`src/rtl/spi_pkg.sv`:
```
// Shared SPI definitions: mode constants, target FSM encoding, idle word.
// Common to the SPI master and the SPI target.
package spi_pkg;

  localparam bit CPOL = 1'b0;
  localparam bit CPHA = 1'b1;

  localparam int         DWIDTH_DEF  = 8;
  localparam logic [7:0] TX_IDLE_DEF = 8'hFF;

  typedef enum logic [1:0] {
    ST_IDLE  = 2'd0,
    ST_LOAD  = 2'd1,
    ST_SHIFT = 2'd2
  } spi_state_e;

endpackage

```
`src/rtl/spi_sync_edge.sv`:
```
// Three-flop synchroniser for an asynchronous SPI line.
// Gives the synchronised level plus one-cycle rise/fall strobes.
module spi_sync_edge
  import spi_pkg::*;
#(
  parameter logic RST_VAL = 1'b0
) (
  input  logic clk,
  input  logic rst,
  input  logic d,
  output logic lvl,
  output logic rise,
  output logic fall
);

  logic s1_q, s2_q, s3_q;
  logic s1_d, s2_d, s3_d;

  always_comb begin
    s1_d = d;
    s2_d = s1_q;
    s3_d = s2_q;
  end

  always_ff @(posedge clk) begin
    if (rst) begin
      s1_q <= RST_VAL;
      s2_q <= RST_VAL;
      s3_q <= RST_VAL;
    end else begin
      s1_q <= s1_d;
      s2_q <= s2_d;
      s3_q <= s3_d;
    end
  end

  assign lvl  = s2_q;
  assign rise = s2_q & ~s3_q;
  assign fall = ~s2_q & s3_q;

endmodule

```
`src/rtl/spi_slave_target.sv`:
```
// SPI target, CPOL=0/CPHA=1, MSB first, oversampled in the clk domain.
// Optional rx_overrun/tx_underrun flags via SPI_SLAVE_OVERRUN_EN.
module spi_slave_target
  import spi_pkg::*;
#(
  parameter int                DWIDTH  = DWIDTH_DEF,
  parameter logic [DWIDTH-1:0] TX_IDLE = DWIDTH'(TX_IDLE_DEF)
) (
  input  logic              clk,
  input  logic              rst,
  input  logic              ss_n,
  input  logic              sclk,
  input  logic              mosi,
  output logic              miso,
  input  logic [DWIDTH-1:0] tx_data,
  input  logic              tx_load,
  output logic              tx_ready,
  output logic [DWIDTH-1:0] rx_data,
  output logic              rx_valid,
  input  logic              rx_ack,
`ifdef SPI_SLAVE_OVERRUN_EN
  output logic              rx_overrun,
  output logic              tx_underrun,
`endif
  output logic              active
);

  localparam int            CW   = (DWIDTH > 2) ? $clog2(DWIDTH) : 1;
  localparam logic [CW-1:0] LAST = CW'(DWIDTH - 1);

  logic ss_lvl, ss_rise, ss_fall;
  logic sclk_lvl, sclk_rise, sclk_fall;

  spi_sync_edge #(.RST_VAL(1'b1)) u_ss (
    .clk (clk),
    .rst (rst),
    .d   (ss_n),
    .lvl (ss_lvl),
    .rise(ss_rise),
    .fall(ss_fall)
  );

  spi_sync_edge #(.RST_VAL(1'b0)) u_sclk (
    .clk (clk),
    .rst (rst),
    .d   (sclk),
    .lvl (sclk_lvl),
    .rise(sclk_rise),
    .fall(sclk_fall)
  );

  spi_state_e        state_q, state_d;
  logic              mosi_s1_q, mosi_s2_q;
  logic              miso_q, miso_d;
  logic              active_q, active_d;
  logic [CW-1:0]     bit_cnt_q, bit_cnt_d;
  logic [DWIDTH-1:0] tx_shift_q, tx_shift_d;
  logic [DWIDTH-1:0] rx_shift_q, rx_shift_d;
  logic [DWIDTH-1:0] rx_data_q, rx_data_d;
  logic              rx_valid_q, rx_valid_d;
  logic [DWIDTH-1:0] hold_q, hold_d;
  logic              tx_ready_q, tx_ready_d;
  logic              word_done, load_now;

  always_comb begin
    state_d    = state_q;
    miso_d     = miso_q;
    active_d   = active_q;
    bit_cnt_d  = bit_cnt_q;
    tx_shift_d = tx_shift_q;
    rx_shift_d = rx_shift_q;
    rx_data_d  = rx_data_q;
    word_done  = 1'b0;
    load_now   = 1'b0;
    unique case (state_q)
      ST_IDLE: begin
        active_d  = 1'b0;
        miso_d    = 1'b0;
        bit_cnt_d = '0;
        if (!ss_lvl) state_d = ST_LOAD;
      end
      ST_LOAD: begin
        load_now   = 1'b1;
        tx_shift_d = tx_ready_q ? TX_IDLE : hold_q;
        active_d   = 1'b1;
        state_d    = ST_SHIFT;
      end
      ST_SHIFT: begin
        if (ss_lvl) begin
          state_d   = ST_IDLE;
          active_d  = 1'b0;
          miso_d    = 1'b0;
          bit_cnt_d = '0;
        end else if (sclk_rise) begin
          miso_d     = tx_shift_q[DWIDTH-1];
          tx_shift_d = tx_shift_q << 1;
        end else if (sclk_fall) begin
          rx_shift_d = {rx_shift_q[DWIDTH-2:0], mosi_s2_q};
          if (bit_cnt_q == LAST) begin
            rx_data_d = rx_shift_d;
            word_done = 1'b1;
            bit_cnt_d = '0;
            state_d   = ST_LOAD;
          end else begin
            bit_cnt_d = bit_cnt_q + CW'(1);
          end
        end
      end
      default: state_d = ST_IDLE;
    endcase
  end

  // A tx_load coinciding with LOAD lands in the holding register after LOAD used the old word.
  always_comb begin
    hold_d     = hold_q;
    tx_ready_d = tx_ready_q;
    if (load_now && !tx_ready_q) tx_ready_d = 1'b1;
    if (tx_load) begin
      hold_d     = tx_data;
      tx_ready_d = 1'b0;
    end
    rx_valid_d = rx_valid_q;
    if (rx_ack)    rx_valid_d = 1'b0;
    if (word_done) rx_valid_d = 1'b1;
  end

`ifdef SPI_SLAVE_OVERRUN_EN
  logic ovr_q, ovr_d;
  logic unr_q, unr_d;

  always_comb begin
    ovr_d = ovr_q;
    if (rx_ack) ovr_d = 1'b0;
    if (word_done && rx_valid_q && !rx_ack) ovr_d = 1'b1;
    unr_d = unr_q;
    if (tx_load) unr_d = 1'b0;
    if (load_now && tx_ready_q) unr_d = 1'b1;
  end

  always_ff @(posedge clk) begin
    if (rst) begin
      ovr_q <= 1'b0;
      unr_q <= 1'b0;
    end else begin
      ovr_q <= ovr_d;
      unr_q <= unr_d;
    end
  end

  assign rx_overrun  = ovr_q;
  assign tx_underrun = unr_q;
`endif

  always_ff @(posedge clk) begin
    if (rst) begin
      state_q    <= ST_IDLE;
      mosi_s1_q  <= 1'b0;
      mosi_s2_q  <= 1'b0;
      miso_q     <= 1'b0;
      active_q   <= 1'b0;
      bit_cnt_q  <= '0;
      tx_shift_q <= '0;
      rx_shift_q <= '0;
      rx_data_q  <= '0;
      rx_valid_q <= 1'b0;
      hold_q     <= '0;
      tx_ready_q <= 1'b1;
    end else begin
      state_q    <= state_d;
      mosi_s1_q  <= mosi;
      mosi_s2_q  <= mosi_s1_q;
      miso_q     <= miso_d;
      active_q   <= active_d;
      bit_cnt_q  <= bit_cnt_d;
      tx_shift_q <= tx_shift_d;
      rx_shift_q <= rx_shift_d;
      rx_data_q  <= rx_data_d;
      rx_valid_q <= rx_valid_d;
      hold_q     <= hold_d;
      tx_ready_q <= tx_ready_d;
    end
  end

  logic unused_sync;
  assign unused_sync = ^{sclk_lvl, ss_rise, ss_fall, rx_shift_q[DWIDTH-1]};

  assign miso     = miso_q;
  assign active   = active_q;
  assign tx_ready = tx_ready_q;
  assign rx_data  = rx_data_q;
  assign rx_valid = rx_valid_q;

endmodule

```
`config.mk`:
```
export PLATFORM = sky130hd
export DESIGN_NAME = spi_slave_target
export DESIGN_NICKNAME = d
export VERILOG_FILES = /design/src/rtl/spi_pkg.sv /design/src/rtl/spi_sync_edge.sv /design/src/rtl/spi_slave_target.sv
export SDC_FILE = /design/constraint.sdc
export NUM_CORES = 1
export LEC_CHECK = 0
export CAP_MARGIN = 10
export CELL_PAD_IN_SITES_DETAIL_PLACEMENT = 1
export CELL_PAD_IN_SITES_GLOBAL_PLACEMENT = 2
export CORE_MARGIN = 3
export CORE_UTILIZATION = 25
export CTS_CLUSTER_DIAMETER = 50
export DETAILED_ROUTE_END_ITERATION = 10
export GPL_TIMING_DRIVEN = 0
export PLACE_DENSITY_LB_ADDON = 0.1
export SLEW_MARGIN = 20
export SYNTH_ARGS = -nofsm -noshare
export SYNTH_HDL_FRONTEND = slang
export SYNTH_SLANG_ARGS = --single-unit
export TNS_END_PERCENT = 30
```
`constraint.sdc`:
```
create_clock -name clk -period 2.3 [get_ports clk]
set_input_delay 0.46 -clock clk [delete_from_list [all_inputs] [get_ports clk]]
set_output_delay 0.46 -clock clk [all_outputs]
set_load 0.03 [all_outputs]
```
==> impl_results.md, run 1 <==
* Outcome: finished, final reports clean
* Maximum clock frequency at 0.506 GHz
* Max-cap violations at 0
* Sequential power share at 54.2%
* Cells after DPL at 303
* Combinational power share at 5.3%
* Post-CTS Setup Inserts at 0
* Number of library cell types mapped by synthesis at 27
* TritonCTS Sinks at 47
* CP max stage cell: clkdlybuf4s50_1
* Post-synthesis instance area at 1750 sq um
* Slew @ Worst Pin at 646 ps
* # DRC at 0
* Critical path buffers and inverters at 1
* Clock Power Share at 40.5%
* Gate Count Post-Synth at 186
* Ys async rst share at 0%
* Pleak at 0.804 nW
* PostCTS Resize Cnt at 0
* FF-to-FF Start: state_q[0]
* Combinational family with the most area after synthesis: simple AND/OR/NAND/NOR gates
* Crit Path Max Fanout at 10
* CP top delay family: buffers and inverters
* Initial antenna violation count at 0
* Hold path cells at 1
* Die width at 89.8 microns
* Die area at 8060 sq um
* RSZ-0062 raised after global routing: no
* Final setup vio count at 0
* Cell chain of the critical path: clkdlybuf4s50_1
* Max VDD drop at 0.268 mV
* Root buf cell: clkbuf_8
* Die Ht at 89.8 microns
* Clock-pin slew on the worst setup and hold paths at 90 ps
* Antenna viol nets, final at 0
* Final Wtd Congestion at 0.716
* Worst-skew pair later-pin latency at 300 ps
* Final wirelength at 4050 microns
* Ant. Diodes at 0
* Core Region at 6570 sq um
* Synth Area per Inst at 9.43 sq um
* Startpoint class of the critical path: register
* CP Class: reg2out
* Vias in the first global route at 1375
* Slowest stage delay, CP at 730 ps
* Cell Area, Placed at 2110 sq um
* Post-route cell area at 2230 sq um
* Fin cells at 311
* Post-Place Worst Slack at 647 ps
* Worst Setup Slack, final at 326 ps
* Number of port buffers at 24
* Switching part of the total at 21.4%
* Req. time, crit path at 1840 ps
* P_sw at 335 uW
* Max H-tree Level at 2
* Reg-to-reg critical path endpoint: rx_shift_q[2]
* Worst hold path class: reg2reg
* Area of the multi-input gates at 753 sq um
* Syn Nets at 203
* Vias/cell at 4.40
* Final hold viol count at 0
* Fin crit share at 85.8%
* Area growth syn-to-layout at 27.0%
* DR vias at 1368
* Hold path endpoint: u_ss.lvl
* CTS tree: yes
* Total track usage at 10.6%
* Initial Util at 26.7%
* Commonest non-fill, non-tap cell in the layout: dfxtp_1
* Arrival time worst endpoint at 1510 ps
* Initial drt markers at 31
* Reg2Reg Setup Slack at 680 ps
* Internal power consumption at 1.23 mW
* Nets at 234
* Rel. slew slack at 56.9%
* Fill cells at 758
* Final Total Pwr at 1.56 mW
* Sequential-to-total area share from yosys stat at 53.6%
* PD cells at 701 nW/um^2
* Post-synth EDFFs at 0
* Xor/xnor share of the synthesized area at 0%
* Layout cells sized above 1 at 6.42%
* Detailed Routing Iterations Pass 1 at 4
* DP Wirelength at 2980 microns
* First-pass GRT wire length at 6910 microns
* Layout Skew at 2.87 ps
* Post-CTS Hold Buffers at 0
* Synth Area in Compound Gates at 13.3%
* Sum Neg Setup Slack at 0 ps
* Ys flop type: dfxtp_1
* Mux contribution to synthesized area at 9.13%
* Row count at 29
* Total grt overflow at 0
* Post-DR wirelength/cell at 13.0 microns
* Worst hold start: u_ss.s1_q
* Most frequent cells in the layout: 47 x dfxtp_1, 24 x clkdlybuf4s50_1, 23 x nor2_1
* CTS Buf Count at 5
* Slew Viols, Final at 0
* Largest net degree at the start of global routing at 15
* Reg area at 941 sq um
* R2r worst-path depth at 6
* IO Pins at 27
* Post-synthesis simple-gate area fraction at 19.0%
* Ys Warns at 0
* Worst setup EP type: output port
* Bufs on Longest Clock Path at 2
* Adder-cell share of the synthesized area at 1.43%
* Final worst path period need at 1970 ps
* Number of synthesized register bits at 47
==> layout make-up <==
cell class	instances	share of cell area, %
multi-input cells	127	33.8
flip-flops and latches	47	42.2
repair buffers	24	10.8
clock buffers	6	3.71
clock inverters	2	1.57
plain buffers	11	2.53
well taps	93	5.22
inverters	1	0.168
==> how the worst max path moves through the flow <==
stage	slack (ps)	start	cells past startpoint	endpoint
after global placement	680	tx_ready	1	tx_ready
after detailed placement	650	tx_ready	1	tx_ready
after CTS	300	tx_ready	1	tx_ready
final	330	tx_ready	1	tx_ready
after global routing	250	tx_ready	1	tx_ready
after floorplan	820	state_q[0]	6	rx_shift_q[0]
==> metrics by stage <==
step	hold WS [ps]	utilization [%]
3_3_place_gp	411	32.1
2_1_floorplan	389	-
3_5_place_dp	411	32.1
6_report	421	33.9
4_1_cts	430	33.9
5_1_grt	450	33.9
==> Yosys cell counts (2+ instances only) <==
cell type	instances	share of area, %
clkbuf_1	8	1.7
ha_1	2	1.4
a22oi_1	2	0.86
nor2_1	23	4.9
or3b_1	2	1.0
or2_2	2	0.71
dfxtp_1	47	54
a31oi_1	8	2.9
buf_6	2	1.3
nor2b_1	10	3.6
nand2_1	22	4.7
mux2i_1	16	9.1
o21ai_0	17	4.9
a21oi_1	12	3.4
==> power groups by stage <==
stage | clock network, mW | registers, mW | logic, mW
2_1_floorplan | 0 | 0.864 | 0.0441
3_3_place_gp | 0 | 0.865 | 0.0813
3_5_place_dp | 0 | 0.866 | 0.0847
4_1_cts | 0.661 | 0.847 | 0.0847
5_1_grt | 0.694 | 0.850 | 0.0930
6_report | 0.633 | 0.846 | 0.0829
==> kinds of logic after synthesis <==
kind of cell             after synthesis
AND/OR/NAND/NOR                       67
flip-flops                            47
AO/OA/AOI/OAI                         42
multiplexers                          16
buffers and inverters                 12
adder cells (fa/ha/maj)                2
==> flip-flops by register name, summed over array words and instances, names as in the netlist <==
signal / count
active: 1
bit_cnt_q: 3
hold_q: 8
miso: 1
mosi_s1_q: 1
mosi_s2_q: 1
rx_data: 8
rx_shift_q: 7
rx_valid: 1
state_q: 2
tx_ready: 1
tx_shift_q: 8
u_sclk.lvl: 1
u_sclk.s1_q: 1
u_sclk.s3_q: 1
u_ss.lvl: 1
u_ss.s1_q: 1
==> layer usage <==
layer	track usage, %	vias up	share of wire (%)
met5	0	-	0
li1	-	692	-
met3	3.17	7	4.2
met2	15.4	25	41
met4	4.21	0	1.8
met1	14.8	644	53
Note: power is estimated with default switching activity, not from simulation.
==> run 2, diff against run 1 <==
--- a/config.mk
+++ b/config.mk
@@ -8,7 +8,6 @@
 export CAP_MARGIN = 10
 export CELL_PAD_IN_SITES_DETAIL_PLACEMENT = 1
 export CELL_PAD_IN_SITES_GLOBAL_PLACEMENT = 2
-export CORE_MARGIN = 3
 export CORE_UTILIZATION = 25
 export CTS_CLUSTER_DIAMETER = 50
 export DETAILED_ROUTE_END_ITERATION = 10
==> run 2 against run 1 <==
  * Via count rose by 0.22%
  * Sequential power barely moved
  * Final cell count rose by 0.96%
  * Sequential cell count did not move
  * Critical path type unchanged
==> impl_results.md, run 2 (synthesis gave the netlist of run 1 again) <==
* Outcome: finished, final reports clean
* Reg2Reg Setup Slack at 670 ps (about the same)
* Total track usage at 12.5% (+1.8 points)
* Initial drt markers at 42 (+35%)
* Post-CTS Setup Inserts at 0 (unchanged)
* Pleak at 0.804 nW (unchanged)
* TritonCTS Sinks at 47 (unchanged)
* CP max stage cell: clkdlybuf4s50_1
* Fill cells at 768 (+1.3%)
* Commonest non-fill, non-tap cell in the layout: dfxtp_1
* Post-DR wirelength/cell at 13.4 microns (+2.8%)
* Die width at 85.8 microns (-4.5%)
* IO Pins at 27 (unchanged)
* RSZ-0062 raised after global routing: no
* Max-cap violations at 0 (unchanged)
* Cell Area, Placed at 2110 sq um (+0.18%)
* Max H-tree Level at 2 (unchanged)
* Die Ht at 85.8 microns (-4.5%)
* Final Total Pwr at 1.57 mW (+0.67%)
* CTS Buf Count at 5 (unchanged)
* Initial Util at 25.8% (-0.89 points)
* Final wirelength at 4200 microns (+3.8%)
* DR vias at 1371 (+0.22%)
* Layout cells sized above 1 at 6.42% (unchanged)
* Total grt overflow at 0 (unchanged)
* Slowest stage delay, CP at 720 ps (about the same)
* Final worst path period need at 1950 ps (-21.5 ps)
* Bufs on Longest Clock Path at 2 (unchanged)
* # DRC at 0 (unchanged)
* Cell chain of the critical path: clkdlybuf4s50_1
* CTS tree: yes
* DP Wirelength at 3010 microns (+0.98%)
* Layout Skew at 8.03 ps (+5.16 ps)
* Crit Path Max Fanout at 10 (unchanged)
* PD cells at 704 nW/um^2 (+0.51%)
* Slew @ Worst Pin at 618 ps (-28.1 ps)
* Row count at 30 (+3.4%)
* Final setup vio count at 0 (unchanged)
* Worst hold path class: reg2reg
* Worst-skew pair later-pin latency at 300 ps (about the same)
* Worst setup EP type: output port
* Sum Neg Setup Slack at 0 ps (unchanged)
* Core Region at 6790 sq um (+3.4%)
* Antenna viol nets, final at 0 (unchanged)
* Post-route cell area at 2230 sq um (+0.17%)
* Number of port buffers at 24 (unchanged)
* FF-to-FF Start: bit_cnt_q[0]
* Maximum clock frequency at 0.512 GHz (+1.1%)
* Most frequent cells in the layout: 47 x dfxtp_1, 24 x clkdlybuf4s50_1, 23 x nor2_1
* Detailed Routing Iterations Pass 1 at 4 (unchanged)
* Clock-pin slew on the worst setup and hold paths at 90 ps (about the same)
* Root buf cell: clkbuf_8
* Largest net degree at the start of global routing at 15 (unchanged)
* Startpoint class of the critical path: register
* Area growth syn-to-layout at 27.2%
* Nets at 234 (unchanged)
* First-pass GRT wire length at 7090 microns (+2.6%)
* Arrival time worst endpoint at 1490 ps (-20 ps)
* Req. time, crit path at 1840 ps (about the same)
* Max VDD drop at 0.269 mV (+0.39%)
* CP Depth at 1 (unchanged)
* Reg-to-reg critical path endpoint: rx_data[7]
* Crit path from: tx_ready
* Die area at 7360 sq um (-8.7%)
* CP Class: reg2out
* Critical path buffers and inverters at 1 (unchanged)
* Vias/cell at 4.37 (-0.74%)
* Rel. slew slack at 58.8% (+1.9 points)
* CP top delay family: buffers and inverters
* Final Wtd Congestion at 0.683 (-4.7%)
* Vias in the first global route at 1471 (+7.0%)
* R2r worst-path depth at 6 (unchanged)
* PostCTS Resize Cnt at 0 (unchanged)
* Fin crit share at 84.9% (-0.94 points)
* Initial antenna violation count at 0 (unchanged)
* Post-CTS Hold Buffers at 0 (unchanged)
* Slew Viols, Final at 0 (unchanged)
* WHS at 424 ps (+3.50 ps)
* Cells after DPL at 306 (+0.99%)
* Critical Path Sink: tx_ready
* Ant. Diodes at 0 (unchanged)
* Final hold viol count at 0 (unchanged)
* Fin cells at 314 (+0.96%)
## run 2: metrics by stage
step	utilization [%]	worst slack, ps
finish	32.9	347
global route	32.9	262
CTS	32.9	321
detailed placement	31.1	668
global placement	31.1	677
floorplan	-	819
## run 2: how the worst min path moves through the flow
| stage | from | to | slack [ps] | depth (start not counted) |
|---|---|---|---|---|
| 4_1_cts | u_ss.s1_q | u_ss.lvl | 430 | 1 |
| 6_report | u_ss.s1_q | u_ss.lvl | 420 | 1 |
| 2_1_floorplan | u_ss.s1_q | u_ss.lvl | 390 | 1 |
| 3_3_place_gp | u_ss.s1_q | u_ss.lvl | 410 | 1 |
| 3_5_place_dp | u_ss.s1_q | u_ss.lvl | 400 | 1 |
| 5_1_grt | u_ss.s1_q | u_ss.lvl | 450 | 1 |
## run 2: metal layers
layer,up-vias,routed length [microns],GRT usage [%]
met1,655,2090,15.5
li1,693,-,-
met2,18,1940,20.9
met4,0,50,4.55
met5,-,0,0
met3,5,122,3.08
## run 2: layout make-up
cell class / count / area [sq um] / area share (%)
tap: 96 / 120 / 5.38
clock buffer: 6 / 82.6 / 3.70
buffer: 11 / 56.3 / 2.52
inverter: 1 / 3.75 / 0.168
clock inverter: 2 / 35.0 / 1.57
sequential: 47 / 941 / 42.2
multi-input combinational: 127 / 753 / 33.7
timing repair buffer: 24 / 240 / 10.8
## run 2: power breakdown
| part | internal [mW] | switching (mW) | total, mW |
|---|---|---|---|
| combinational | 0.0419 | 0.0415 | 0.0833 |
| clock | 0.352 | 0.290 | 0.642 |
| sequential | 0.833 | 0.0135 | 0.847 |
==> run 3, diff against run 2 <==
==> constraint.sdc (replaced) <==
create_clock -name clk -period 1.65 [get_ports clk]
set_input_delay 0.33 -clock clk [delete_from_list [all_inputs] [get_ports clk]]
set_output_delay 0.33 -clock clk [all_outputs]
set_load 0.03 [all_outputs]
==> run 3 against run 2 <==
  * Sequential share of layout area is 0.25 points lower
  * Global-route usage hardly changed
  * Wire length is 0.76% higher
  * Sequential cell count stayed put
  * Critical path depth is 5 higher
  * Worst hold slack hardly changed
  * Clock-buffer cell count stayed put
  * Largest power group unchanged
==> impl_results.md, run 3 (synthesis gave the netlist of run 1 again) <==
* Final worst path period need at 1550 ps
* Internal power consumption at 1.71 mW (+39%)
* Root buf cell: clkbuf_8
* Post-DR wirelength/cell at 13.5 microns (+0.76%)
* CP Class: reg2reg
* Bufs on Longest Clock Path at 2 (unchanged)
* Layout cells sized above 1 at 8.26% (+1.8 points)
* Post-CTS Setup Inserts at 0 (unchanged)
* Sum Neg Setup Slack at 0 ps (unchanged)
* Fill cells at 775 (+0.91%)
* Slew @ Worst Pin at 599 ps (-18.8 ps)
* Detailed Routing Iterations Pass 1 at 4 (unchanged)
* Initial drt markers at 46 (+9.5%)
* RSZ-0062 raised after global routing: no
* Ant. Diodes at 0 (unchanged)
* DR vias at 1401 (+2.2%)
* Initial antenna violation count at 0 (unchanged)
* Vias/cell at 4.46 (+2.2%)
* Final wirelength at 4230 microns (+0.76%)
* Critical path buffers and inverters at 2 (+1)
* Area growth syn-to-layout at 28.2%
* Clock Power Share at 40.7% (about the same)
* Worst-skew pair later-pin latency at 300 ps (about the same)
* Clock-pin slew on the worst setup and hold paths at 80 ps (about the same)
* Final Wtd Congestion at 0.683 (unchanged)
* Largest net degree at the start of global routing at 15 (unchanged)
* Worst hold path class: reg2reg
* Final setup vio count at 0 (unchanged)
* P_sw at 478 uW (+39%)
* Max VDD drop at 0.374 mV (+39%)
* DP Wirelength at 3010 microns (unchanged)
* IO Pins at 27 (unchanged)
* Outcome: finished, final reports clean
* Most used cell, CP: buf_6
* FF-to-FF Start: state_q[0]
* Most frequent cells in the layout: 46 x dfxtp_1, 23 x nor2_1, 22 x nand2_1
* Die width at 85.8 microns (unchanged)
* Number of port buffers at 24 (unchanged)
* Crit Path Max Fanout at 11 (+1)
* Req. time, crit path at 1820 ps (-20 ps)
* Combinational power share at 5.3% (about the same)
* Core Region at 6790 sq um (unchanged)
* Max-cap violations at 0 (unchanged)
* Commonest non-fill, non-tap cell in the layout: dfxtp_1
* Final Total Pwr at 2.19 mW (+39%)
* Die Ht at 85.8 microns (unchanged)
* Post-CTS Hold Buffers at 0 (unchanged)
* PD cells at 973 nW/um^2 (+38%)
* First-pass GRT wire length at 7110 microns (+0.28%)
* CP max stage cell: or3b_1
* Pleak at 0.916 nW (+14%)
* Rel. slew slack at 60.1% (+1.3 points)
* Final hold viol count at 0 (unchanged)
* Cells after DPL at 306 (unchanged)
* Row count at 30 (unchanged)
* Maximum clock frequency at 0.645 GHz
* Switching part of the total at 21.9% (-0.077 points)
* CTS Buf Count at 5 (unchanged)
* Die area at 7360 sq um (unchanged)
* Total track usage at 12.5% (+0.041 points)
* Total grt overflow at 0 (unchanged)
* Startpoint class of the critical path: register
* Initial Util at 25.8% (unchanged)
* CP top delay family: simple AND/OR/NAND/NOR gates
* Fin cells at 314 (unchanged)
* Sequential power share at 54.0% (about the same)
* Fin crit share at 94.0%
* CTS tree: yes
* Worst setup EP type: register
* Nets at 234 (unchanged)
* Layout Skew at 10.9 ps (+2.91 ps)
* Vias in the first global route at 1476 (+0.34%)
* Slew Viols, Final at 0 (unchanged)
* Worst hold start: u_ss.s1_q
* Cell chain of the critical path: buf_6 -> or3b_1 -> buf_6 -> nor2_4 -> mux2i_1 -> nor2_1
* Arrival time worst endpoint at 1720 ps (+230 ps)
* # DRC at 0 (unchanged)
* TritonCTS Sinks at 47 (unchanged)
* Crit path from: state_q[0]
* Slowest stage delay, CP at 380 ps (-340 ps)
* Max H-tree Level at 2 (unchanged)
* Antenna viol nets, final at 0 (unchanged)
## run 3: changes by cell type in the layout (fill, tap and decap cells not counted), moves of 2 or more
cell and delta:
clkdlybuf4s50_1 -12, dlygate4sd2_1 +8, dlymetal6s2s_1 +4, clkbuf_1 -2
## run 3: power by group through the flow
stage                     logic (mW)  clock network [mW]  registers [mW]
final                          0.116               0.892            1.18
after CTS                      0.118               0.917            1.18
after floorplan               0.0615                   0            1.20
after detailed placement       0.118                   0            1.21
after global routing           0.129               0.968            1.19
after global placement         0.114                   0            1.21
## run 3: per-layer routing
layer | global-route usage [%] | vias up | wire [microns]
li1 | - | 698 | -
met1 | 15.5 | 681 | 2100
met2 | 21.0 | 17 | 1950
met3 | 3.08 | 5 | 124
met4 | 4.55 | 0 | 55
met5 | 0 | - | 0
## run 3: layout make-up
cell class / count / area [sq um] / share of cell area [%]
Sequential cell: 47 / 942 / 41.9
Multi-Input combinational cell: 128 / 771 / 34.3
Timing Repair Buffer: 24 / 240 / 10.7
Tap cell: 96 / 120 / 5.34
Clock buffer: 6 / 82.6 / 3.67
Buffer: 10 / 53.8 / 2.39
Clock inverter: 2 / 35.0 / 1.56
Inverter: 1 / 3.75 / 0.167
## run 3: worst paths after layout
kind | endpoint | slack, ps | cells after the start
worst min-delay path | u_ss.lvl | 420 | 1
worst min register to register | u_ss.lvl | 420 | 1
worst max register to register | rx_shift_q[3] | 100 | 6
worst max-delay path | rx_shift_q[3] | 100 | 6
## run 3: timing repair
action,4_1_cts,5_1_grt
gates resized for setup,8,9
cloned,0,1
pin swaps,0,2
endpoints found under the setup margin,8,29
endpoints found under the hold margin,0,0
## run 3: stage by stage
stage | setup WS, ps | hold slack (ps) | util (%) | area (sq um)
finish | 99.6 | 424 | 33.1 | 2250
global route | 16.2 | 445 | 33.1 | 2250
CTS | 2.68 | 432 | 32.7 | 2220
detailed placement | 25.5 | 405 | 31.1 | 2110
global placement | 54.7 | 407 | 31.1 | 2110
floorplan | 169 | 389 | - | 1750
